[config.mk]
export PLATFORM = sky130hd
export DESIGN_NAME = planet_span_sequencer_flat
export DESIGN_NICKNAME = d
export VERILOG_FILES = /design/src/rtl/planet_span_sequencer_if.sv /design/src/rtl/planet_span_sequencer.sv /design/src/flat_wrapper.sv
export SDC_FILE = /design/constraint.sdc
export NUM_CORES = 1
export LEC_CHECK = 0
export BUFFER_PORTS_ARGS = -buffer_cell sky130_fd_sc_hd__buf_2
export CAP_MARGIN = 20
export CORE_ASPECT_RATIO = 1.1
export CORE_MARGIN = 1
export CORE_UTILIZATION = 40
export DETAILED_ROUTE_END_ITERATION = 10
export HOLD_SLACK_MARGIN = 0.06
export PLACE_DENSITY_LB_ADDON = 0.25
export SLEW_MARGIN = 5
export SYNTH_ARGS = -nofsm -noshare
export SYNTH_HDL_FRONTEND = slang
export SYNTH_SLANG_ARGS = --single-unit
[constraint.sdc]
create_clock -name clk -period 5.95 [get_ports clk]
set_input_delay 0 -clock clk [delete_from_list [all_inputs] [get_ports clk]]
set_output_delay 0 -clock clk [all_outputs]
set_load 0.02 [all_outputs]
[src/rtl/planet_span_sequencer_if.sv]
// rtl/planet_span_sequencer_if.sv - shape configuration handshake bundle
//
// Purpose: carries one planet shape (half-span, increment, taper mode) from a
// producer to the sequencer's shadow register over a valid/ready handshake.
// Signals:
//   cfg_valid  producer offers a shape
//   cfg_ready  sequencer can take it this cycle
//   cfg_span   initial half-span
//   cfg_inc    initial increment
//   cfg_mode   taper mode (0 linear, 1 quadratic, 2/3 constant)
// Modports: master = shape producer, slave = sequencer.

interface planet_span_sequencer_if;
   logic       cfg_valid;
   logic       cfg_ready;
   logic [9:0] cfg_span;
   logic [9:0] cfg_inc;
   logic [1:0] cfg_mode;

   modport master (output cfg_valid, output cfg_span, output cfg_inc,
                   output cfg_mode, input cfg_ready);
   modport slave  (input cfg_valid, input cfg_span, input cfg_inc,
                   input cfg_mode, output cfg_ready);
endinterface

[src/rtl/planet_span_sequencer.sv]
// rtl/planet_span_sequencer.sv - per-scanline planet span sequencer
//
// Purpose: steps the planet half-span once per scanline (at HCounter==H_LAST)
// through the planet band, and produces registered span bounds and the cyan
// planet pixel for the VGA colour mux. The shape lives in a shadow register
// that is only copied into the working registers at the frame-start trigger.
// Ports:
//   clk, reset_n            pixel clock, synchronous active-low reset
//   HCounter, VCounter      raster position
//   cfg                     shape handshake (slave side)
//   span_left, span_right   registered bounds of the current line
//   span_active             registered: DRAW and VCounter inside the band
//   frame_done              one-cycle pulse after the last band line
//   dR, dG, dB              registered planet colour

module planet_span_sequencer #(
   parameter int PLANET_TOP    = 456,
   parameter int PLANET_BOTTOM = 515,
   parameter int CENTER_X      = 464,
   parameter int H_LAST        = 799,
   parameter int H_VISIBLE     = 640,
   parameter int SPAN_INIT     = 44,
   parameter int INC_INIT      = 33
) (
   input  logic                   clk,
   input  logic                   reset_n,
   input  logic [9:0]             HCounter,
   input  logic [9:0]             VCounter,
   planet_span_sequencer_if.slave cfg,
   output logic [9:0]             span_left,
   output logic [9:0]             span_right,
   output logic                   span_active,
   output logic                   frame_done,
   output logic                   dR,
   output logic                   dG,
   output logic                   dB
);

   localparam logic [9:0]  TOP_V  = 10'(PLANET_TOP);
   localparam logic [9:0]  TRIG_V = 10'(PLANET_TOP - 1);
   localparam logic [9:0]  BOT_V  = 10'(PLANET_BOTTOM);
   localparam logic [9:0]  CX     = 10'(CENTER_X);
   localparam logic [9:0]  HL     = 10'(H_LAST);
   localparam logic [9:0]  HV     = 10'(H_VISIBLE);
   localparam logic [10:0] HV_MAX = 11'(H_VISIBLE - 1);

   typedef enum logic {IDLE, DRAW} state_t;

   state_t      state, state_nxt;
   logic [9:0]  sh_span, sh_inc;
   logic [1:0]  sh_mode;
   logic [9:0]  span, inc, diff;

   logic        at_step, in_band, trigger;
   logic        load, step_en, done_c, pix_on, act_c;
   logic [10:0] span_sum, right_sum;
   logic [9:0]  span_step, inc_step, left_c, right_c;

   assign at_step = (HCounter == HL);
   assign in_band = (VCounter >= TOP_V) && (VCounter <= BOT_V);
   assign trigger = at_step && (VCounter == TRIG_V);

   // State register
   always_ff @(posedge clk) begin
      if (!reset_n) state <= IDLE;
      else          state <= state_nxt;
   end

   // Next-state logic; the band can only be entered through the trigger line,
   // so a reset or power-up inside the band idles until the next frame.
   always_comb begin
      state_nxt = state;
      case (state)
         IDLE: if (trigger)                         state_nxt = DRAW;
         DRAW: if (at_step && (VCounter == BOT_V)) state_nxt = IDLE;
         default:                                   state_nxt = IDLE;
      endcase
   end

   // Output / control decode
   always_comb begin
      load          = (state == IDLE) && trigger;
      step_en       = (state == DRAW) && at_step && (VCounter < BOT_V);
      done_c        = (state == DRAW) && at_step && (VCounter == BOT_V);
      act_c         = (state == DRAW) && in_band;
      // Ready already drops on the trigger line, so a load never races a config write.
      cfg.cfg_ready = reset_n && (state == IDLE) &&
                      !((VCounter >= TRIG_V) && (VCounter <= BOT_V));
      pix_on        = act_c && (HCounter < HV) &&
                      (HCounter >= left_c) && (HCounter <= right_c);
   end

   // Shape step arithmetic, all from the old register values
   always_comb begin
      span_sum  = {1'b0, span} + {1'b0, inc};
      span_step = span_sum[10] ? 10'h3FF : span_sum[9:0];
      case (sh_mode)
         2'd0:    inc_step = (inc == 10'd0) ? 10'd0 : inc - 10'd1;
         2'd1:    inc_step = (inc < diff)   ? 10'd0 : inc - diff;
         default: inc_step = inc;
      endcase
   end

   // Bounds, clamped to the left screen edge and the last visible pixel
   always_comb begin
      left_c    = (span > CX) ? 10'd0 : CX - span;
      right_sum = {1'b0, CX} + {1'b0, span};
      right_c   = (right_sum > HV_MAX) ? HV_MAX[9:0] : right_sum[9:0];
   end

   // Shadow and working shape registers. The shadow can only be written while
   // IDLE outside the band, so reading sh_mode during DRAW is frame-stable.
   always_ff @(posedge clk) begin
      if (!reset_n) begin
         sh_span <= 10'(SPAN_INIT);
         sh_inc  <= 10'(INC_INIT);
         sh_mode <= 2'd0;
         span    <= 10'd0;
         inc     <= 10'd0;
         diff    <= 10'd0;
      end else begin
         if (cfg.cfg_valid && cfg.cfg_ready) begin
            sh_span <= cfg.cfg_span;
            sh_inc  <= cfg.cfg_inc;
            sh_mode <= cfg.cfg_mode;
         end
         if (load) begin
            span <= sh_span;
            inc  <= sh_inc;
            diff <= 10'd0;
         end else if (step_en) begin
            span <= span_step;
            inc  <= inc_step;
            if ((sh_mode == 2'd1) && (diff != 10'h3FF)) diff <= diff + 10'd1;
         end
      end
   end

   // Registered outputs
   always_ff @(posedge clk) begin
      if (!reset_n) begin
         span_left   <= 10'd0;
         span_right  <= 10'd0;
         span_active <= 1'b0;
         frame_done  <= 1'b0;
         dR          <= 1'b0;
         dG          <= 1'b0;
         dB          <= 1'b0;
      end else begin
         span_left   <= left_c;
         span_right  <= right_c;
         span_active <= act_c;
         frame_done  <= done_c;
         dR          <= 1'b0;
         dG          <= pix_on;
         dB          <= pix_on;
      end
   end

endmodule
[src/flat_wrapper.sv]
// flat-port wrapper written by rule: the top's interface ports become plain ports
module planet_span_sequencer_flat 
#(
   parameter int PLANET_TOP    = 456,
   parameter int PLANET_BOTTOM = 515,
   parameter int CENTER_X      = 464,
   parameter int H_LAST        = 799,
   parameter int H_VISIBLE     = 640,
   parameter int SPAN_INIT     = 44,
   parameter int INC_INIT      = 33
)
  (clk, reset_n, HCounter, VCounter, span_left, span_right, span_active, frame_done, dR, dG, dB, cfg_cfg_valid, cfg_cfg_span, cfg_cfg_inc, cfg_cfg_mode, cfg_cfg_ready);
  planet_span_sequencer_if cfg_i ();
  input  logic clk;
  input  logic reset_n;
  input  logic [9:0] HCounter;
  input  logic [9:0] VCounter;
  output logic [9:0] span_left;
  output logic [9:0] span_right;
  output logic span_active;
  output logic frame_done;
  output logic dR;
  output logic dG;
  output logic dB;
  input wire logic [$bits(cfg_i.cfg_valid)-1:0] cfg_cfg_valid;
  input wire logic [$bits(cfg_i.cfg_span)-1:0] cfg_cfg_span;
  input wire logic [$bits(cfg_i.cfg_inc)-1:0] cfg_cfg_inc;
  input wire logic [$bits(cfg_i.cfg_mode)-1:0] cfg_cfg_mode;
  output wire logic [$bits(cfg_i.cfg_ready)-1:0] cfg_cfg_ready;
  assign cfg_i.cfg_valid = cfg_cfg_valid;
  assign cfg_i.cfg_span = cfg_cfg_span;
  assign cfg_i.cfg_inc = cfg_cfg_inc;
  assign cfg_i.cfg_mode = cfg_cfg_mode;
  assign cfg_cfg_ready = cfg_i.cfg_ready;
  planet_span_sequencer #(.PLANET_TOP(PLANET_TOP), .PLANET_BOTTOM(PLANET_BOTTOM), .CENTER_X(CENTER_X), .H_LAST(H_LAST), .H_VISIBLE(H_VISIBLE), .SPAN_INIT(SPAN_INIT), .INC_INIT(INC_INIT)) u_core (.clk(clk), .reset_n(reset_n), .HCounter(HCounter), .VCounter(VCounter), .cfg(cfg_i), .span_left(span_left), .span_right(span_right), .span_active(span_active), .frame_done(frame_done), .dR(dR), .dG(dG), .dB(dB));
endmodule
* Yosys cells after proc, flatten, opt, wreduce, memory -nomap -nowiden *
Cells that the tools add are included.

storage, ports and cells
  register bits = 76
  latch bits = 0
  memory bits (writable) = 0
  memory bits (read-only) = 0
  input port bits = 45
  word-level logic and storage cells = 72
  memories kept = 0

cells by class
  add/sub/neg operators = 6
  multipliers = 0
  divide/modulo/power cells = 0
  magnitude comparators = 10
  eq/ne operators = 5
  shift-type cells = 0
  multiplexer cells = 13
  bitwise operators = 2
  reduce and logical (&&, ||, !) cells = 24

operators by type and width
  cell                                                             count
  two-way mux 10 bit                                               9
  == test 10 bit, second input constant                            2
  >= comparator 10 x 9 -> 1 bit, second input constant             2
  < comparator 10 bit, second input constant                       2
  case mux 10 bit (2 select lines)                                 1
  logical AND 1 bit                                                16
  adder 10 x 10 -> 11 bit                                          1
  adder 9 x 10 -> 11 bit, first input constant                     1
  greater-than comparator 11 x 10 -> 1 bit, second input constant  1
  adder 10 x 1 -> 10 bit, second input constant                    1
  == test 10 x 9 -> 1 bit, second input constant                   1
  >= comparator 10 bit                                             1
  greater-than comparator 10 x 9 -> 1 bit, second input constant   1
  <= comparator 10 bit                                             1
  <= comparator 10 bit, second input constant                      1
  logical NOT 10 bit                                               1
  < comparator 10 bit                                              1
  inequality test 10 bit, second input constant                    1
  subtractor 10 x 1 -> 10 bit, second input constant               1
  subtractor 10 bit                                                1
  subtractor 9 x 10 -> 10 bit, first input constant                1
  AND reduction 2 bit                                              2
  nonzero test 3 bit                                               1
  == test 2 x 1 -> 1 bit, second input constant                    1
  other kinds (7)                                                  9

* Longest topological paths before layout *
Gate-level depths: netlist of run 1.

  word-level depth = 6
  mapped depth = 15
  depth with buffers taken out = 15

* Least setup slack after synthesis of run 1 *
Ideal clock, no wire load.

  path type = register to register
  from = reg u_core.span[4]
  to = reg u_core.dG
  arrival = 3.189 ns
  required time = 5.892 ns
  setup slack = 2.703 ns
  stages on the path, launching flop included = 14
  path buffers = 0
  clock period less this slack = 3.247 ns
  cells stage by stage = dfxtp_1 inv_1 ha_1 nand2_1 a2111oi_0 o32ai_1 a211oi_1 nor2_1 ha_1 or4_1 a221oi_1 nand3_1 a21oi_1 o21a_1

on the way
  cells in the longest elaborated chain, start to end = 5
  elaborated cells between the ends (all ways) = 10
  classes of those cells = add/sub (2); order compare (4); mux (2); reduce/logical (2)

RTL lines
  element                                                                         line                                                        RTL
  from (decl)                                                                     planet_span_sequencer.sv:52                                 logic [9:0] span, inc, diff;
  from (signal assigned)                                                          planet_span_sequencer.sv:128                                span <= sh_span;
  from (signal assigned)                                                          planet_span_sequencer.sv:132                                span <= span_step;
  adder 9 x 10 -> 11 bit (tied with other cells)                                  planet_span_sequencer.sv:107                                right_sum = {1'b0, CX} + {1'b0, span};
  greater-than comparator 11 x 10 -> 1 bit or two-way mux 10 bit (tied branches)  planet_span_sequencer.sv:108, planet_span_sequencer.sv:106
  two-way mux 10 bit or >= comparator 10 bit (tied branches)                      planet_span_sequencer.sv:108, planet_span_sequencer.sv:90
  <= comparator 10 bit or logical AND 1 bit (tied branches)                       planet_span_sequencer.sv:90, planet_span_sequencer.sv:89
  logical AND 1 bit *                                                             planet_span_sequencer.sv:90                                 (HCounter >= left_c) && (HCounter <= right_c);
  to (signal assigned)                                                            planet_span_sequencer.sv:155                                dG <= pix_on;
  to (decl)                                                                       planet_span_sequencer.sv:35                                 output logic dG,

Every way passes the cells marked *; elsewhere a longest branch is shown, timed or not.
A chain may end at the register's enable or synchronous reset.

* Final worst setup path of run 1 *
Ends and elaborated chain as after synthesis.

==> results of run 1 <==
flip-flops by register name, summed over array words and instances, names as in the netlist:
register and count:
u_core.dG 1, u_core.diff 10, u_core.frame_done 1, u_core.inc 10, u_core.sh_inc 10, u_core.sh_mode 2, u_core.sh_span 10, u_core.span 10
u_core.span_active 1, u_core.span_left 10, u_core.span_right 10, u_core.state 1
path summary, 6_finish.rpt:
path,slack (ps),cells after the start,to,start
max,2080,13,u_core.dG,u_core.span[4]
min,90,5,u_core.frame_done,VCounter[9]
max reg2reg,2080,13,u_core.dG,u_core.span[4]
min reg2reg,480,2,u_core.inc[0],u_core.sh_inc[0]
critical path: stages, from the launching register on:
cell and delay [ps]:
dfxtp_1 510, inv_1 170, ha_1 340, nand2_1 80
a2111oi_0 460, o32ai_1 190, a211oi_1 600, nor2_1 140
ha_1 210, or4_1 500, a221oi_1 250, nand3_1 100
a21oi_1 140, o21a_1 130
metrics by stage:
step	worst slack, ps	instance area (sq um)
2_1_floorplan	2700	4870
3_3_place_gp	2440	5300
3_5_place_dp	2180	5300
4_1_cts	2180	5860
5_1_grt	1810	5860
6_report	2080	5860
area by class of cell:
cell class / count / area [sq um]
fill: 1104 / 5780
multi-input combinational: 452 / 3140
sequential: 76 / 1520
timing repair buffer: 93 / 581
clock buffer: 11 / 243
tap: 150 / 188
clock inverter: 4 / 97.6
inverter: 26 / 97.6
what timing repair did:
item	4_1_cts	5_1_grt
buffers inserted	0	0
endpoints found under the hold margin	22	0
hold buffers	22	0
power groups by stage:
stage / Combinational, uW / Sequential (uW) / Clock, uW
after floorplan: 43.0 / 538 / 0
after global placement: 74.9 / 536 / 0
after detailed placement: 76.8 / 536 / 0
after CTS: 88.1 / 525 / 645
after global routing: 98.3 / 526 / 667
final: 88.0 / 525 / 631
per-layer routing:
layer | global-route usage (%) | up-vias
met5 | 0 | -
met3 | 2.99 | 25
li1 | - | 2259
met4 | 9.67 | 0
met1 | 26.6 | 2116
met2 | 33.8 | 147
cells in the final DEF (no fill, tap or decap), types with 21 or more instances in the layout:
cell,synthesis,layout
xnor2_1,21,21
dfxtp_1,76,76
dlygate4sd3_1,0,22
buf_2,5,69
nor2_1,79,79
inv_1,25,25
nand2_1,38,38
a21oi_1,29,29
mux2i_1,28,28
ha_1,48,48
synthesized netlist by cell type, drive strengths merged, types with 3 or more instances:
library cell,n
a211oi,6
nand2,38
xnor2,21
xor2,8
o22ai,5
nor2b,9
o31ai,6
nand4,7
a221oi,3
o2111ai,3
ha,48
o21a,10
buf,11
a31oi,6
o32ai,3
mux2i,28
dfxtp,76
o211ai,3
inv,25
nand4b,4
nand3,18
a21o,4
nand2b,6
nor4,5
a21oi,30
nor2,80
o21ai,20
nor3,14
or4,4
nand3b,3
and2,7
o221ai,10
and3,8
clkbuf,12
or2,4
cells by family (layout without fill, tap and decap cells):
| family | after synthesis | count (layout) |
|---|---|---|
| and+or+nand+nor | 217 | 217 |
| buffers and inverters | 49 | 134 |
| DFF | 76 | 76 |
| muxes | 28 | 28 |
| AOI/OAI and AO/OA | 127 | 127 |
| adders and majority gates | 50 | 50 |
| xor gates and xnor gates | 29 | 29 |
| other | 1 | 1 |
==> metrics, run 1 <==
total global-route track usage=20.7%; Synth Area in Compound Gates=18.0%; Clock transition at path regs=60 ps; met3 wire len=717 um; clk_skew=9.37 ps; CP endpoint kind=flip-flop; post-synth top area cell=dfxtp_1; Cell Rows=41; Final HPWL DP=9.52 mm; Sw Ratio=21.2%; sequential share of power=42.2%; TritonCTS clock tree=done; fin cells=812; Tmin final=3870 ps; I/O pins=71; fin crit share=65.1%; mux share of post-synthesis cell area=5.76%; number of synthesized flops with an enable pin=0; number of global-route vias before repair=4347; PD cells=212 nW/um^2; DIE HEIGHT=118 um; # diodes=0; Synth Net Count=672; Area Overhead vs Synth=20.5%; Worst slew margin=41.1%; outcome=finished clean; Net Switching=264 uW; CP required=6240 ps; worst min-delay path class=input pin to flip-flop; mean post-synth cell area=8.44 sq um; initial antenna violation count=0; GPL Wtd Cong=0.891; CTS H-tree lvls=3; Max Transition Viols Final=0; Logic pwr share=7.1%; worst-path fanout max=10; fmax=0.258 GHz; Seq cells post-synth=76; Synth Area in XOR/XNOR=5.22%; Placed Instances=775; layout cell share with drive strength beyond 1=15.0%; gr ovfl total=0; worst vdd ir=117 uV; Worst EP arrival=4160 ps; DR WL met2=5.65 mm; Cells after Synth=577; core area=11600 sq um; via count=4547; post-layout util=50.4%; met1 wire length=5.89 mm; post-cts gate resize count=0; Post-synth ARST share=0%; Adder-Cell Fraction of Synth Area=13.2%; CTS Buf Count=9; largest family of logic cells by synthesized area=simple AND/OR/NAND/NOR gates; die area=12600 sq um; simple-gate share of the synthesized area=22.3%; nets@finish=753; Pleak=0.00260 uW; Critical Path Start Type=flip-flop; synth top area cells=dfxtp_1 31%, ha_1 12%, nor2_1 6.1%, mux2i_1 5.8%, xnor2_1 3.8%; WHS=94.8 ps; Synth top area share=31.3%; Yosys warning total=0; Sink Count=76; root buffer cell=clkbuf_16; Setup TNS Final=0 ps; critical path type=flip-flop to flip-flop; unique cell type count in the Yosys netlist=66; 1st-iter DRT viols=289; Port Buf Inserts=69; drt pass-1 iters=5; main flop type after synthesis=dfxtp_1; Seq/Total Area, Yosys=31.3%; Slew @ Worst Pin=871 ps; clk_lat worst skew=340 ps; wire length of the first global-routing pass=20.8 mm; largest net degree at the start of global routing=30; Hold Vio Cnt, Final=0; Max Cap Viol=0; detailed-route DRC error count=0; clock network fraction of total power=50.7%; # setup viols final=0; unrepaired setup endpoints after global routing=false; starting density of the core=41.8%; DRT Wirelength=12.6 mm; CTS max path bufs=2; top layer in use=met4; wire per inst=15.5 um; DRT antenna net count=0; Syn Std Cell Area=4870 sq um; Die X=107 um; overall power=1240 uW; Int Power=980 uW; vias per cell=5.60
(Power assumes the default switching activity.)
==> inputs of run 2 (changes only) <==
==> constraint.sdc (replaced) <==
create_clock -name clk -period 3.7 [get_ports clk]
set_input_delay 0 -clock clk [delete_from_list [all_inputs] [get_ports clk]]
set_output_delay 0 -clock clk [all_outputs]
set_load 0.02 [all_outputs]
==> metrics, run 2 (synthesis results as in run 1) <==
commonest non-fill, non-tap cell in the layout=nor2_1; Port Buf Inserts=69; slowest stage delay, CP=510 ps; nets@finish=757; Worst path most repeated cell=ha_1; CP startpoint=u_core.span[4]; commonest cells after routing, fill and taps aside=79 x nor2_1, 76 x dfxtp_1, 69 x buf_2; fmax=0.293 GHz; Logic pwr share=7.1%; vias per cell=5.59; Critical Path Slowest Stage Cell=dfxtp_1; gr ovfl total=0; fin crit share=92.4%; Slew @ Worst Pin=793 ps; Pleak=0.00262 uW; worst min-delay path class=input pin to flip-flop; met2 Resource Use GR=34.4%; overall power=2020 uW; post-cts gate resize count=0; drt pass-1 iters=5; GR Util met3=3.71%; layout cell share with drive strength beyond 1=15.7%; CP endpoint kind=flip-flop; I/O pins=71; Int Power=1580 uW; Sink Count=76; critical path type=flip-flop to flip-flop; DRT Wirelength=12.7 mm; number of global-route vias before repair=4314; setup ws final=282 ps; PD cells=342 nW/um^2; CTS Buf Count=9; starting density of the core=41.8%; via count=4566; CTS H-tree lvls=3; wire per inst=15.5 um; # diodes=0; Sw Ratio=21.7%; Hold Path Origin=VCounter[9]; Die X=107 um; TritonCTS clock tree=done; M1 GR Usage=27.0%; clk_skew=6.23 ps; wire length of the first global-routing pass=20.9 mm; unrepaired setup endpoints after global routing=false; outcome=finished clean; Top Family by Delay on Critical Path=compound AO/OA/AOI/OAI gates; Worst slew margin=47.0%; Clock transition at path regs=60 ps; CTS max path bufs=2; sequential share of power=41.8%; root buffer cell=clkbuf_16; Critical Path Start Type=flip-flop; WHS=79.0 ps; clock network fraction of total power=51.1%; Area Overhead vs Synth=21.3%; CP cell instances=inv_1, ha_1, nand2_1, a2111oi_0, o32ai_1, a211oi_1, nor2_1, ha_1, or4_1, a221oi_1, nand3_1, a21oi_1, o21a_1; Placed Instances=779; worst-path fanout max=10; Setup TNS Final=0 ps; CP required=3990 ps; worst vdd ir=190 uV; worst r2r src=u_core.span[4]; DRT antenna net count=0; largest net degree at the start of global routing=29; Max Transition Viols Final=0; core area=11600 sq um; Cell Rows=41; total global-route track usage=20.9%; GPL Wtd Cong=0.887; # setup viols final=0; pre-CTS setup slack=284 ps; Worst EP arrival=3710 ps; Max Cap Viol=0; detailed-route DRC error count=0; DIE HEIGHT=118 um; 1st-iter DRT viols=228; Tmin final=3420 ps; initial antenna violation count=0; Final HPWL DP=9.36 mm; Net Switching=438 uW; GR peak layer=met2; clk_lat worst skew=350 ps; die area=12600 sq um; WP buf/inv=1; fin cells=817; Hold Vio Cnt, Final=0
-- run 2: area by class of cell --
cell class / instances / area [sq um]
timing repair buffer: 97 / 611
sequential: 76 / 1520
clock inverter: 6 / 111
fill: 1082 / 5740
inverter: 26 / 97.6
tap: 150 / 188
clock buffer: 10 / 239
multi-input combinational: 452 / 3140
-- run 2: timing repair --
| item | in CTS | in global routing |
|---|---|---|
| endpoints found under the hold margin | 22 | 0 |
| setup buffers | 0 | 0 |
| hold buffers | 22 | 0 |
-- run 2: path summary, 6_finish.rpt --
check | to | slack, ps | depth (start not counted)
worst min-delay path | u_core.frame_done | 80 | 5
worst min register to register | u_core.inc[0] | 470 | 2
worst max-delay path | u_core.dG | 280 | 13
worst max register to register | u_core.dG | 280 | 13
-- run 2: layer usage --
metal,share of wire (%),vias to the layer above
li1,-,2266
met1,47,2143
met2,46,139
met3,5.3,18
met4,1.7,0
met5,0,-
-- run 2: power groups by stage --
stage,Combinational (uW),Sequential [uW],Clock [uW]
floorplan,69.1,865,0
global placement,122,862,0
detailed placement,125,863,0
CTS,143,845,1050
global route,160,846,1090
finish,143,844,1030
-- run 2: through the flow --
stage | util [%] | cell area (sq um)
after global placement | 45.8 | 5330
after CTS | 50.7 | 5900
after detailed placement | 45.8 | 5330
after global routing | 50.7 | 5900
final | 50.7 | 5900
after floorplan | - | 4870
-- run 2: tightest hold or removal path, stage by stage --
cell and delay, ps:
buf_2 110, inv_1 40, nor3_1 60, nand3_1 110, nor3_1 50
